==> src/rtl/ex_mem_pkg.sv <==
// Shared types and constants for the EX/MEM pipeline stage.
// Holds branch funct3 encodings, the registered stage record and the epoch FSM states.
package ex_mem_pkg;

  localparam int XLEN = 32;
  localparam int RA_W = 5;

  localparam logic [XLEN-1:0] PC_INC = 32'd4;

  localparam logic [2:0] F3_BEQ  = 3'b000;
  localparam logic [2:0] F3_BNE  = 3'b001;
  localparam logic [2:0] F3_BLT  = 3'b100;
  localparam logic [2:0] F3_BGE  = 3'b101;
  localparam logic [2:0] F3_BLTU = 3'b110;
  localparam logic [2:0] F3_BGEU = 3'b111;

  typedef enum logic {
    E0 = 1'b0,
    E1 = 1'b1
  } epoch_state_t;

  typedef struct packed {
    logic [XLEN-1:0] result;
    logic [XLEN-1:0] rs2_data;
    logic [RA_W-1:0] rd;
    logic [2:0]      funct3;
    logic            mem_read;
    logic            mem_write;
    logic            reg_write;
    logic            exc;
  } ex_mem_t;

endpackage

==> src/rtl/ex_mem_branch_cond.sv <==
// Branch resolution from the ALU zero flag; the decoder picks SUB/SLT/SLTU
// so every supported condition reduces to zero or not-zero.
module branch_cond
  import ex_mem_pkg::*;
(
  input  logic [2:0] funct3,
  input  logic       alu_zero,
  input  logic       is_branch,
  output logic       taken
);

  always_comb begin
    taken = 1'b0;
    if (is_branch) begin
      case (funct3)
        F3_BEQ, F3_BGE, F3_BGEU: taken = alu_zero;
        F3_BNE, F3_BLT, F3_BLTU: taken = !alu_zero;
        default:                 taken = 1'b0;
      endcase
    end
  end

endmodule

==> src/rtl/ex_mem_stage.sv <==
// EX/MEM boundary register with branch/jump resolution, one-cycle redirect and epoch tracking.
// Optional MISALIGN_CHECK_EN flags redirect targets with bit 1 set instead of redirecting.
//
// state | meaning
// E0    | epoch bit 0: fetch tags current-path instructions with 0
// E1    | epoch bit 1: fetch tags current-path instructions with 1
module ex_mem_stage
  import ex_mem_pkg::*;
(
  input  logic            clk,
  input  logic            rst_n,
  input  logic            in_valid,
  output logic            in_ready,
  input  logic            in_epoch,
  input  logic [XLEN-1:0] alu_out,
  input  logic            alu_zero,
  input  logic [XLEN-1:0] pc,
  input  logic [XLEN-1:0] imm,
  input  logic [XLEN-1:0] rs2_data,
  input  logic [RA_W-1:0] rd,
  input  logic [2:0]      funct3,
  input  logic            is_branch,
  input  logic            is_jal,
  input  logic            is_jalr,
  input  logic            mem_read,
  input  logic            mem_write,
  input  logic            reg_write,
  output logic            out_valid,
  input  logic            out_ready,
  output logic [XLEN-1:0] out_result,
  output logic [XLEN-1:0] out_rs2_data,
  output logic [RA_W-1:0] out_rd,
  output logic [2:0]      out_funct3,
  output logic            out_mem_read,
  output logic            out_mem_write,
  output logic            out_reg_write,
  output logic            out_exc,
  output logic            redirect_valid,
  output logic [XLEN-1:0] redirect_pc,
  output logic            epoch,
  input  logic            flush
);

  epoch_state_t    state_q, state_d;
  ex_mem_t         stage_q, stage_d;
  logic            taken;
  logic            accept;
  logic            current;
  logic            load;
  logic            redirecting;
  logic            misalign;
  logic            do_redirect;
  logic [XLEN-1:0] link_pc;
  logic [XLEN-1:0] branch_tgt;
  logic [XLEN-1:0] target;

  branch_cond u_branch_cond (
    .funct3    (funct3),
    .alu_zero  (alu_zero),
    .is_branch (is_branch),
    .taken     (taken)
  );

  assign epoch       = (state_q == E1);
  assign in_ready    = !out_valid || out_ready;
  assign accept      = in_valid && in_ready && !flush;
  assign current     = (in_epoch == epoch);
  assign load        = accept && current;

  assign link_pc     = pc + PC_INC;
  assign branch_tgt  = pc + imm;
  assign target      = is_jalr ? {alu_out[XLEN-1:1], 1'b0} : branch_tgt;
  assign redirecting = taken || is_jal || is_jalr;

`ifdef MISALIGN_CHECK_EN
  assign misalign    = redirecting && target[1];
`else
  assign misalign    = 1'b0;
`endif

  assign do_redirect = load && redirecting && !misalign;

  always_ff @(posedge clk or negedge rst_n) begin
    if (!rst_n) begin
      state_q <= E0;
    end else begin
      state_q <= state_d;
    end
  end

  always_comb begin
    state_d = state_q;
    case (state_q)
      E0:      if (do_redirect) state_d = E1;
      E1:      if (do_redirect) state_d = E0;
      default: state_d = E0;
    endcase
  end

  // A trapped instruction still flows down so the exception can be taken, but with side effects squashed.
  always_comb begin
    stage_d           = '0;
    stage_d.result    = (is_jal || is_jalr) ? link_pc : alu_out;
    stage_d.rs2_data  = rs2_data;
    stage_d.rd        = rd;
    stage_d.funct3    = funct3;
    stage_d.mem_read  = mem_read && !misalign;
    stage_d.mem_write = mem_write && !misalign;
    stage_d.reg_write = reg_write && !misalign;
    stage_d.exc       = misalign;
  end

  always_ff @(posedge clk or negedge rst_n) begin
    if (!rst_n) begin
      out_valid      <= 1'b0;
      redirect_valid <= 1'b0;
      redirect_pc    <= '0;
      stage_q        <= '0;
    end else begin
      redirect_valid <= do_redirect;
      if (do_redirect) begin
        redirect_pc <= target;
      end
      if (flush) begin
        out_valid <= 1'b0;
      end else if (accept) begin
        out_valid <= current;
      end else if (out_ready) begin
        out_valid <= 1'b0;
      end
      if (load) begin
        stage_q <= stage_d;
      end
    end
  end

  assign out_result    = stage_q.result;
  assign out_rs2_data  = stage_q.rs2_data;
  assign out_rd        = stage_q.rd;
  assign out_funct3    = stage_q.funct3;
  assign out_mem_read  = stage_q.mem_read;
  assign out_mem_write = stage_q.mem_write;
  assign out_reg_write = stage_q.reg_write;
  assign out_exc       = stage_q.exc;

endmodule

==> config.mk <==
export PLATFORM = sky130hd
export DESIGN_NAME = ex_mem_stage
export DESIGN_NICKNAME = d
export VERILOG_FILES = /design/src/rtl/ex_mem_pkg.sv /design/src/rtl/ex_mem_branch_cond.sv /design/src/rtl/ex_mem_stage.sv
export SDC_FILE = /design/constraint.sdc
export NUM_CORES = 1
export LEC_CHECK = 0
export BUFFER_PORTS_ARGS = -buffer_cell sky130_fd_sc_hd__buf_4
export CAP_MARGIN = 0
export CELL_PAD_IN_SITES_DETAIL_PLACEMENT = 1
export CELL_PAD_IN_SITES_GLOBAL_PLACEMENT = 2
export CORE_ASPECT_RATIO = 0.75
export CORE_MARGIN = 2
export CORE_UTILIZATION = 30
export CTS_CLUSTER_SIZE = 20
export DETAILED_ROUTE_END_ITERATION = 10
export GPL_TIMING_DRIVEN = 0
export PLACE_DENSITY_LB_ADDON = 0.2
export SLEW_MARGIN = 20
export SYNTH_ARGS = -nofsm -noshare
export SYNTH_HDL_FRONTEND = slang
export SYNTH_SLANG_ARGS = --single-unit
==> constraint.sdc <==
create_clock -name clk -period 5.41 [get_ports clk]
set_clock_uncertainty 0.15 [all_clocks]
set_input_delay 0.541 -clock clk [delete_from_list [all_inputs] [get_ports clk]]
set_output_delay 0.541 -clock clk [all_outputs]
set_load 0.02 [all_outputs]
# Yosys cells after proc, flatten, opt, wreduce, memory -nomap -nowiden
# Cells that the tools add are included.
# totals
in_bits	149
wordCells	45
reg_bits	110
# classes
n_addsub	2
n_mux	10
n_reduce_logical	15
eq_ne	6
bitwise_logic	1
# ops
op	count
32-bit two-way mux	2
32-bit by 3-bit adder with 32-bit output (second input constant)	1
32-bit adder	1
3-bit equality test (second input constant)	4
1-bit two-way mux	6
3-bit OR reduction	2
1-bit logical AND	4
1-bit logical OR	4
1-bit one-hot mux with 2 select lines	2
3-bit by 1-bit equality test with 1-bit output (second input constant)	1
1-bit zero test	3
3-bit zero test	1
3-bit nonzero test	1
1-bit equality test	1
1-bit inverter	1

# Longest topological paths before layout
# Gate-level depths: netlist of the first run.
# depth
depth_word	9
mapped_depth	10
mapped_depth_nobuf	10

# Modules after synthesis
# Synthesis of the first run repeated with hierarchy kept, for this count alone.
# unflattened
hier_cells	837
area_unflattened_um2	6874.1
# modules_own_cells
module	instances	area_each_um2	cells_each
ex_mem_stage	1	6842.8	833
branch_cond	1	31.3	4

# Least setup slack after synthesis of the first run
# No wires, ideal clock.
# synth_timing
path_kind	input -> register
startpoint	in pc[0]
endpoint	reg redirect_pc[30]
required_ns	5.131
setup_ns	0.129
setup_slack_ns	2.561
arrival_time_ns	2.570
path_stages	10
path_cell_list	ha_1 > fa_1 > a21oi_1 > o211ai_1 > a21oi_1 > or2_2 > a21oi_1 > a221oi_1 > xor2_1 > o21ai_1
# synth_between
elab_chain_cells	2
# synth_rtl
item	line_no	rtl
start, declared	ex_mem_stage.sv:17	input logic [XLEN-1:0] pc,
32-bit adder	ex_mem_stage.sv:71	assign branch_tgt = pc + imm;
32-bit two-way mux	ex_mem_stage.sv:72	assign target = is_jalr ? {alu_out[XLEN-1:1], 1'b0} : branch_tgt;
end signal, assigned	ex_mem_stage.sv:122	redirect_pc <= target;
end, declared	ex_mem_stage.sv:39	output logic [XLEN-1:0] redirect_pc,
# Every way passes these cells.
# A chain may end at the register's enable or synchronous reset.

# Worst setup path after layout of the first run
# Ends and elaborated chain as after synthesis.

==> key figures, run 1 <==
Outcome
  • Outcome: finished with violations
  • Failing checks: negative hold slack

Clock network
  • Clk Latency, worst-skew pair: 360 ps
  • Root Buffer: clkbuf_16
  • TritonCTS clock tree: done
  • Clock slew at reported path FFs: 80 ps
  • # hold bufs at CTS: 0
  • Clk sinks: 110
  • Htree depth: 3
  • Post-CTS setup buffers: 0
  • TritonCTS Buffers: 9
  • # resized after CTS: 0
  • Longest Clk Path Bufs: 2

Layout
  • Post-route insts no fill: 1425
  • Commonest non-fill, non-tap cell in the layout: buf_4
  • Layout area overhead: 38.7%
  • Share of cells above drive strength 1: 0.264
  • Layout Nets: 1307
  • Most frequent cells in the layout: buf_4, nand2_1, dfrtp_1

Synth
  • Flops & latches, synth: 110
  • Predominant post-synthesis flop cell: dfrtp_1
  • Sequential area share after synthesis: 0.402
  • Ys async rst share: 1.00
  • Ys Warns: 0
  • EDFF count, synth: 0
  • Area share of fa/ha/maj cells after synthesis: 0.0613
  • Mux share of post-synthesis cell area: 0.00584
  • Post-Synth Simple-Gate Area: 0.242
  • Syn_nets: 1036
  • Netlist cell types: between 60 and 70
  • XOR/XNOR Fraction of Synth Area: 0.0690
  • Main combinational cell family by area after synthesis: simple AND/OR/NAND/NOR gates
  • Synth Area in Compound Gates: 0.183
  • Post-Syn Instances: 854
  • Synth Cell Area: 6850 um^2
  • Mean Syn Cell Area: 8.02 um^2

Setup path
  • Critical path buffers and inverters: 1
  • WP data arrival: 3330 ps
  • Cell family with most CP delay: compound AO/OA/AOI/OAI gates
  • CP required: 5500 ps
  • Worst r2r src: epoch$_DFF_PN0_
  • Worst Setup End Kind: register
  • Crit Path Max Fanout: 5
  • FF-to-FF setup slack: 2720 ps
  • R2r endpoint: out_rs2_data[14]$_DFFE_PN0P_
  • Slowest-stage cell, CP: a21oi_1
  • Nature of the critical path startpoint: input pin
  • WS Path Type: in2reg
  • CP dominant cell by count: a21oi_1
  • Crit-path max cell delay: 550 ps
  • Cells on worst reg2reg path: 7
  • Crit-path cells: buf_4 > ha_1 > fa_1 > a21oi_1 > o211ai_1 > a21oi_1 > or2_2 > a21oi_1 > a221oi_1 > xor2_1 > o21ai_1

Min path
  • HP Class: in2async

Floorplanning
  • Std cell rows: between 40 and 50
  • Die ar.: 24100 um^2
  • Die height: 135 um
  • Initial core utilization: 0.308
  • Top Ports: 261
  • Die Width: 179 um
  • Core Footprint: 22200 um^2

STA
  • Slew Limit Fails: 0
  • Setup TNS Final: 0 ps
  • Setup violators final: 0
  • Hold Slack: -4.91 ps
  • Fin crit share: 0.600
  • Hold Violations, Final: 4
  • Minimum clock period: 3240 ps
  • Final worst slack: ~2200 ps
  • Relative slew slack: 0.505
  • RSZ-0062 raised after global routing: no
  • Achievable frequency: 0.308 GHz
  • Measured slew at the worst slew-check pin: around 740 ps

Global routing
  • First-pass GRT wire length: 42.5 mm
  • Initial antenna violation count: 1
  • Tot GR Track Use: 0.234
  • Overflow left after global routing: 0
  • Vias in the first global route: 7158
  • Largest net degree at the start of global routing: 66

Power
  • Leak: 4.69 nW
  • Power Dens Cells: roughly 450 nW/um^2
  • Overall power: ~4.3 mW
  • Max rail drop VDD: 0.167 mV

Drt
  • First-pass DRT Iterations: 5
  • Drt total wl: approximately 29 mm
  • Starting DRT DRC Count: about 420
  • Post-DRT Antenna Nets: 0
  • DR WL/cell: roughly 20 um
  • DR vias: 7104
  • DR DRC count: 0
  • Routed vias/inst: 4.99

Place
  • Place WS: 1800 ps
  • Placed insts: 1408
  • Port-buffer cells: 259
  • DP Wirelength: around 23 mm
  • RePlAce Congestion: about 0.84

Flow run
  • Max cap viols: 0
==> per-layer routing <==
layer	global-route usage	wire, um	up-vias
met2	0.360	12500	185
met4	0.0443	307	0
li1	-	-	3480
met1	0.350	14300	3421
met5	0	0	-
met3	0.0332	1360	18
==> power by group <==
group	leakage (nW)	internal (mW)	switching, mW
Clock	0.149	0.330	0.363
Sequential	1.37	1.22	0.226
Combinational	3.17	0.869	1.30
Total	4.69	2.42	1.89
==> through the flow <==
| step | cell area, um^2 | utilization |
|---|---|---|
| after floorplan | 6850 | - |
| after global placement | 9170 | 0.412 |
| after detailed placement | 9200 | 0.414 |
| after CTS | 9500 | 0.427 |
| after global routing | 9500 | 0.427 |
| final | 9500 | 0.427 |
==> state kept, by name (all words and copies together), names as in the netlist <==
signal,cells
out_result,32
epoch,1
redirect_pc,32
out_mem_write,1
out_reg_write,1
out_valid,1
out_rs2_data,32
out_funct3,3
redirect_valid,1
out_rd,5
out_mem_read,1
==> cell families after synthesis <==
kind of cell / after synthesis
and+or+nand+nor: 371
AOI/OAI and AO/OA: 221
DFF: 110
buffers and inverters: 60
xor gates and xnor gates: 54
adders and majority gates: 33
muxes: 4
other: 1
==> worst reg2reg max path, stage by stage, from the launching register on <==
cell      delay (ps)
dfrtp_1          430
xnor2_1          200
and4b_1          280
clkbuf_1         380
clkbuf_1         530
clkbuf_1         450
nand2_1          120
nand2_1           80
==> how the worst max path moves through the flow <==
stage	start	end	cells past startpoint
floorplan	pc[0]	redirect_pc[30]$_DFFE_PN0P_	10
global placement	pc[0]	redirect_pc[30]$_DFFE_PN0P_	11
detailed placement	pc[0]	redirect_pc[30]$_DFFE_PN0P_	11
CTS	pc[0]	redirect_pc[30]$_DFFE_PN0P_	11
global route	pc[0]	redirect_pc[30]$_DFFE_PN0P_	11
finish	pc[0]	redirect_pc[30]$_DFFE_PN0P_	11
==> synth_stat cells, drive strengths merged (12+ instances only) <==
cell type / n / area, um^2
nand4: 14 / 106
o21ai: 84 / 420
nand3: 15 / 75.1
clkbuf: 40 / 150
inv: 12 / 45.0
and3: 23 / 150
xnor2: 28 / 245
nor2: 60 / 235
nand2: 214 / 806
dfrtp: 110 / 2750
a21oi: 90 / 450
xor2: 26 / 228
ha: 32 / 400
==> final cells by class <==
cell class | instances | area (um^2)
antenna | 1 | 2.50
buffer | 48 | 203
clock buffer | 9 | 225
clock inverter | 7 | 77.6
fill | 2733 | 12700
inverter | 12 | 45.0
multi-input combinational | 684 | 3850
sequential | 110 | 2750
tap | 294 | 368
timing repair buffer | 260 | 1980
Note: power is estimated with default switching activity, not from simulation.
==> run 2: changes to the inputs <==
Settings changed: CORE_UTILIZATION 30 to 25.
Clock period 5.41 ns to 2.9 ns, I/O delays scaled along.
==> run 2 against run 1 <==
Net effect:
- the run now ends clean
- power rose by 89%
- final cell count rose by 7.1%
- worst setup slack got worse by 2000 ps
==> key figures, run 2 (synthesis gave the netlist of run 1 again) <==
Outcome
  • Outcome: finished, final reports clean

Clock network
  • Clk sinks: 110 (unchanged)
  • Post-CTS setup buffers: 0 (unchanged)
  • Root Buffer: clkbuf_16
  • Clk Latency, worst-skew pair: 360 ps (about the same)
  • Htree depth: 3 (unchanged)
  • TritonCTS Buffers: 9 (unchanged)
  • Clock slew at reported path FFs: 80 ps (about the same)
  • TritonCTS clock tree: done
  • Longest Clk Path Bufs: 2 (unchanged)

STA
  • Fin crit share: 0.956
  • Relative slew slack: 0.468 (-0.0378)
  • RSZ-0062 raised after global routing: no
  • Final worst slack: 128 ps (-2040 ps)
  • Minimum clock period: approximately 2800 ps
  • Setup violators final: 0 (unchanged)
  • Achievable frequency: 0.361 GHz
  • Setup TNS Final: 0 ps (unchanged)
  • Slew Limit Fails: 0 (unchanged)
  • Hold Violations, Final: 0 (-4)
  • Measured slew at the worst slew-check pin: 799 ps (+56.7 ps)

Global routing
  • Met1 usage: 0.330 (-0.0201)
  • Met3 track demand over resource: 0.0189 (-0.0143)
  • Initial antenna violation count: 0 (-1)
  • Vias in the first global route: 7512 (+4.9%)
  • Tot GR Track Use: 0.214 (-0.0203)
  • Overflow left after global routing: 0 (unchanged)
  • First-pass GRT wire length: 47.1 mm (+11%)
  • GRT busiest layer: met1
  • Met2 Use GR: 0.328 (-0.0323)
  • Largest net degree at the start of global routing: 58 (-12%)

Place
  • Port-buffer cells: 259 (unchanged)
  • RePlAce Congestion: 0.826 (-2.3%)
  • Placed insts: 1465 (+4.0%)
  • Place WS: -504 ps (-2310 ps)
  • DP Wirelength: 24.9 mm (+7.2%)

Drt
  • DR WL/cell: 20.2 um (+1.1%)
  • Post-DRT Antenna Nets: 0 (unchanged)
  • DR vias: 7228 (+1.7%)
  • First-pass DRT Iterations: 5 (unchanged)
  • DR DRC count: 0 (unchanged)
  • Drt total wl: 30.9 mm (+8.3%)
  • Starting DRT DRC Count: 371 (-11%)
  • Routed vias/inst: 4.74 (-5.0%)

Power
  • Switching portion of total power: 0.440 (+0.00193)
  • Seq pwr share: 0.333 (-0.003)
  • Logic pwr share: 0.507 (+0.004)
  • Power Dens Cells: 810 nW/um^2 (+79%)
  • Clk pwr share: 0.160 (about the same)
  • Leak: 4.89 nW (+4.4%)
  • P_int: 4.57 mW (+89%)
  • P_sw: 3.59 mW (+90%)
  • Max rail drop VDD: 0.280 mV (+68%)

Setup path
  • CP required: 2980 ps (-2520 ps)
  • Cell family with most CP delay: compound AO/OA/AOI/OAI gates
  • WS Path Type: in2reg
  • WP data arrival: 2850 ps (-480 ps)
  • Slowest-stage cell, CP: fa_1
  • Worst Setup End Kind: register
  • Crit Path Max Fanout: 5 (unchanged)
  • Crit-path cells: buf_4 > ha_1 > fa_1 > a21oi_1 > o211ai_1 > a21oi_4 > or2_2 > a21oi_1 > a221oi_1 > xor2_1 > o21ai_1
  • Crit-path max cell delay: 420 ps (-130 ps)
  • CP dominant cell by count: a21oi_1
  • Critical path buffers and inverters: 1 (unchanged)
  • Nature of the critical path startpoint: input pin

Layout
  • Layout area overhead: 47.0%
  • Layout Nets: 1352 (+3.4%)
  • Post-route insts no fill: 1526 (+7.1%)
  • Ant. Diodes: 0 (-1)
  • Most frequent cells in the layout: buf_4, nand2_1, dfrtp_1
  • Commonest non-fill, non-tap cell in the layout: buf_4
  • Share of cells above drive strength 1: 0.262 (-0.00159)

Floorplanning
  • Core Footprint: 26900 um^2 (+21%)
  • Initial core utilization: 0.254 (-0.0539)
  • Die Width: 195 um (+9.3%)
  • Die height: 147 um (+9.3%)
  • Die ar.: 28800 um^2 (+19%)
  • Std cell rows: 52 (+11%)
  • Top Ports: 261 (unchanged)

Flow run
  • Max cap viols: 0 (unchanged)

Min path
  • HP Class: in2reg
## run 2: changes by cell type in the layout (fill, tap and decap cells not counted), moves of 2 or more
cell / previous run / this run
xor2_1: 26 / 24
xor2_2: 0 / 2
dlygate4sd3_1: 0 / 45
clkbuf_1: 40 / 36
clkbuf_2: 0 / 4
## run 2: what timing repair did
action,4_1_cts,5_1_grt
gates resized for setup,2,13
hold buffers,45,0
pin swaps,0,1
endpoints found under the hold margin,100,0
endpoints found under the setup margin,4,29
## run 2: area by class of cell
class / count / area [um^2]
fill: 3303 / 16900
clock buffer: 9 / 225
tap: 351 / 439
inverter: 12 / 45.0
multi-input combinational: 684 / 3890
timing repair buffer: 305 / 2430
clock inverter: 7 / 86.3
buffer: 48 / 208
sequential: 110 / 2750
## run 2: worst paths after layout
path	to	slack (ps)	cells after the start	startpoint
max	redirect_pc[30]$_DFFE_PN0P_	130	11	pc[0]
min	out_result[3]$_DFFE_PN0P_	40	3	alu_out[3]
max reg2reg	redirect_pc[0]$_DFFE_PN0P_	400	6	epoch$_DFF_PN0_
min reg2reg	out_rs2_data[16]$_DFFE_PN0P_	330	2	out_rs2_data[16]$_DFFE_PN0P_
max in group asynchronous	out_valid$_DFFE_PN0P_	1570	3	rst_n
min in group asynchronous	out_result[15]$_DFFE_PN0P_	330	2	rst_n
## run 2: per-layer routing
layer	up-vias	wire, um
met4	0	251
met1	3493	15900
li1	3559	-
met2	163	13600
met3	13	1160
met5	-	0
## run 2: power by group through the flow
stage | combinational [mW] | clock [mW] | sequential, mW
after detailed placement | 4.11 | 0 | 2.75
after floorplan | 1.14 | 0 | 3.62
after CTS | 4.17 | 1.37 | 2.72
after global placement | 4.07 | 0 | 2.71
final | 4.14 | 1.31 | 2.71
after global routing | 4.47 | 1.41 | 2.82
## run 2: worst register-to-register path, delay by kind of cell (launching register included)
family                    cells  cell delay (ps)
AOI/OAI and AO/OA             2              370
xor gates and xnor gates      1              170
buffers and inverters         2              980
DFF                           1              440
and+or+nand+nor               1              250
## run 2: per-stage QoR
step                      power [mW]  instance area, um^2   util  hold slack [ps]
after floorplan                 4.76                 6850      -             -156
after global placement          6.78                 9240  0.343              310
after detailed placement        6.86                 9270  0.344              167
after CTS                       8.26                10000  0.373             22.4
after global routing            8.69                10100  0.374             53.5
final                           8.16                10100  0.374             43.7
==> run 3: changes to the inputs <==
Settings changed: CORE_MARGIN 2 to default.
==> run 3 against run 2 <==
Net effect:
- the run now ends with design-rule violations left
- hold slack got worse by 1.4 ps
- largest cell class unchanged
- sequential power barely moved
- maximum frequency barely moved
- register-to-register slack got worse by 170 ps
- final cell count did not move
- clock-buffer cell count did not move
- via count fell by 0.18%
==> key figures, run 3 (synthesis gave the netlist of run 1 again) <==
Drt
  • Routed vias/inst: 4.73 (-0.18%)
  • Drt total wl: 30.1 mm (-2.4%)
  • DR DRC count: 18 (+18)
  • DR vias: 7215 (-0.18%)
  • First-pass DRT Iterations: 8 (+3)
  • Post-DRT Antenna Nets: 0 (unchanged)
  • DR WL/cell: 19.7 um (-2.4%)
  • Starting DRT DRC Count: 361 (-2.7%)

Setup path
  • CP required: 2970 ps (about the same)
  • Cells on worst reg2reg path: 7 (+1)
  • R2r endpoint: out_rs2_data[19]$_DFFE_PN0P_
  • Nature of the critical path startpoint: input pin
  • Crit path launch: pc[0]
  • Crit-path cells: buf_4 > ha_1 > fa_1 > a21oi_1 > o211ai_1 > a21oi_4 > or2_2 > a21oi_1 > a221oi_1 > xor2_1 > o21ai_1
  • FF-to-FF setup slack: 230 ps (-170 ps)
  • CP dominant cell by count: a21oi_1
  • WP data arrival: 2850 ps (about the same)
  • WS Path Type: in2reg
  • Slowest-stage cell, CP: fa_1
  • Critical path buffers and inverters: 1 (unchanged)
  • Worst Setup End Kind: register
  • Worst r2r src: epoch$_DFF_PN0_
  • Crit Path Max Fanout: 5 (unchanged)
  • Crit-path max cell delay: 420 ps (about the same)
  • Cell family with most CP delay: compound AO/OA/AOI/OAI gates

Global routing
  • First-pass GRT wire length: 45.2 mm (-4.0%)
  • Largest net degree at the start of global routing: 62 (+6.9%)
  • Overflow left after global routing: 0 (unchanged)
  • Initial antenna violation count: 0 (unchanged)
  • Vias in the first global route: 7320 (-2.6%)
  • Tot GR Track Use: 0.213 (-0.000312)

STA
  • Minimum clock period: 2770 ps (+0.911 ps)
  • Measured slew at the worst slew-check pin: 749 ps (-49.3 ps)
  • Relative slew slack: 0.500 (+0.0329)
  • Setup violators final: 0 (unchanged)
  • Achievable frequency: 0.361 GHz (about the same)
  • Hold Slack: 42.4 ps (-1.39 ps)
  • Hold Violations, Final: 0 (unchanged)
  • Fin crit share: 0.956 (about the same)
  • RSZ-0062 raised after global routing: no
  • Setup TNS Final: 0 ps (unchanged)
  • Final worst slack: 127 ps (-0.911 ps)
  • Slew Limit Fails: 0 (unchanged)

Clock network
  • Root Buffer: clkbuf_16
  • Post-CTS setup buffers: 0 (unchanged)
  • TritonCTS clock tree: done
  • Clk sinks: 110 (unchanged)
  • Clock slew at reported path FFs: 90 ps (about the same)
  • Longest Clk Path Bufs: 2 (unchanged)
  • Clk Latency, worst-skew pair: 360 ps (about the same)
  • Htree depth: 3 (unchanged)
  • TritonCTS Buffers: 9 (unchanged)

Floorplanning
  • Initial core utilization: 0.254 (unchanged)
  • Die ar.: 28100 um^2 (-2.4%)
  • Std cell rows: 52 (unchanged)
  • Die Width: 193 um (-1.0%)
  • Core Footprint: 26900 um^2 (unchanged)
  • Die height: 145 um (-1.4%)
  • Top Ports: 261 (unchanged)

Place
  • Place WS: -488 ps (+16.1 ps)
  • DP Wirelength: 24.3 mm (-2.4%)
  • Placed insts: 1465 (unchanged)
  • Port-buffer cells: 259 (unchanged)
  • RePlAce Congestion: 0.827 (+0.18%)

Outcome
  • Failing checks: design-rule violations
  • Outcome: finished with violations

Min path
  • Worst hold endpoint: out_result[0]$_DFFE_PN0P_
  • HP Class: in2reg
  • Worst Hold Path Cells: 3 (unchanged)
  • Worst Min Path Start: alu_out[0]

Flow run
  • Max cap viols: 0 (unchanged)

Layout
  • Post-route insts no fill: 1526 (unchanged)
  • Layout area overhead: 46.5%
  • Commonest non-fill, non-tap cell in the layout: buf_4
  • Most frequent cells in the layout: buf_4, nand2_1, dfrtp_1
  • Fill cells: 3284 (-0.58%)
  • Ant. Diodes: 0 (unchanged)
  • Layout Nets: 1352 (unchanged)
  • Share of cells above drive strength 1: 0.260 (-0.00170)

Power
  • Overall power: 8.11 mW (-0.61%)
  • Max rail drop VDD: 0.263 mV (-6.0%)
  • Leak: 4.89 nW (about the same)
  • Power Dens Cells: 807 nW/um^2 (-0.26%)
run 3: changes by cell type in the layout (fill, tap and decap cells not counted), moves of 2 or more:
cell	delta
xor2_1	+2
xor2_2	-2
clkinv_8	-2
inv_8	+2
run 3: power by group:
part	total [mW]	internal, mW	switching, mW
clock network	1.29	0.615	0.680
logic	4.11	1.66	2.45
registers	2.70	2.28	0.419
run 3: cell type report:
class / count / area [um^2] / area share
multi-input combinational: 684 / 3870 / 0.385
tap: 351 / 439 / 0.0437
sequential: 110 / 2750 / 0.274
clock inverter: 7 / 72.6 / 0.00723
timing repair buffer: 305 / 2430 / 0.242
inverter: 12 / 45.0 / 0.00449
clock buffer: 9 / 225 / 0.0224
buffer: 48 / 209 / 0.0208
run 3: routing by layer:
layer	track usage	part of all wire
met5	0	0
met4	0.0336	0.011
met3	0.0294	0.050
met2	0.320	0.43
met1	0.327	0.51
run 3: worst max path at each step:
stage | endpoint | slack, ps | depth (start not counted)
after floorplan | redirect_pc[30]$_DFFE_PN0P_ | 300 | 10
after global placement | redirect_pc[30]$_DFFE_PN0P_ | -490 | 11
after detailed placement | redirect_pc[30]$_DFFE_PN0P_ | -490 | 11
after CTS | redirect_pc[30]$_DFFE_PN0P_ | 10 | 10
after global routing | redirect_pc[30]$_DFFE_PN0P_ | 20 | 11
final | redirect_pc[30]$_DFFE_PN0P_ | 130 | 11
run 3: per-stage QoR:
stage / cell area [um^2] / utilization
finish: 10000 / 0.373
global route: 10000 / 0.373
CTS: 10000 / 0.372
detailed placement: 9270 / 0.344
global placement: 9240 / 0.343
floorplan: 6850 / -
run 3: worst min-delay path: cells and delay by family:
family | cells | cell delay (ps)
compound gates | 1 | 70
buf+inv | 1 | 110
simple gates | 1 | 50
run 3: repair_timing:
action | in CTS | in global routing
resized for setup | 1 | 14
hold buffers | 45 | 0
pin swaps | 0 | 0
hold endpoints to repair | 93 | 0
setup endpoints to repair | 1 | 76
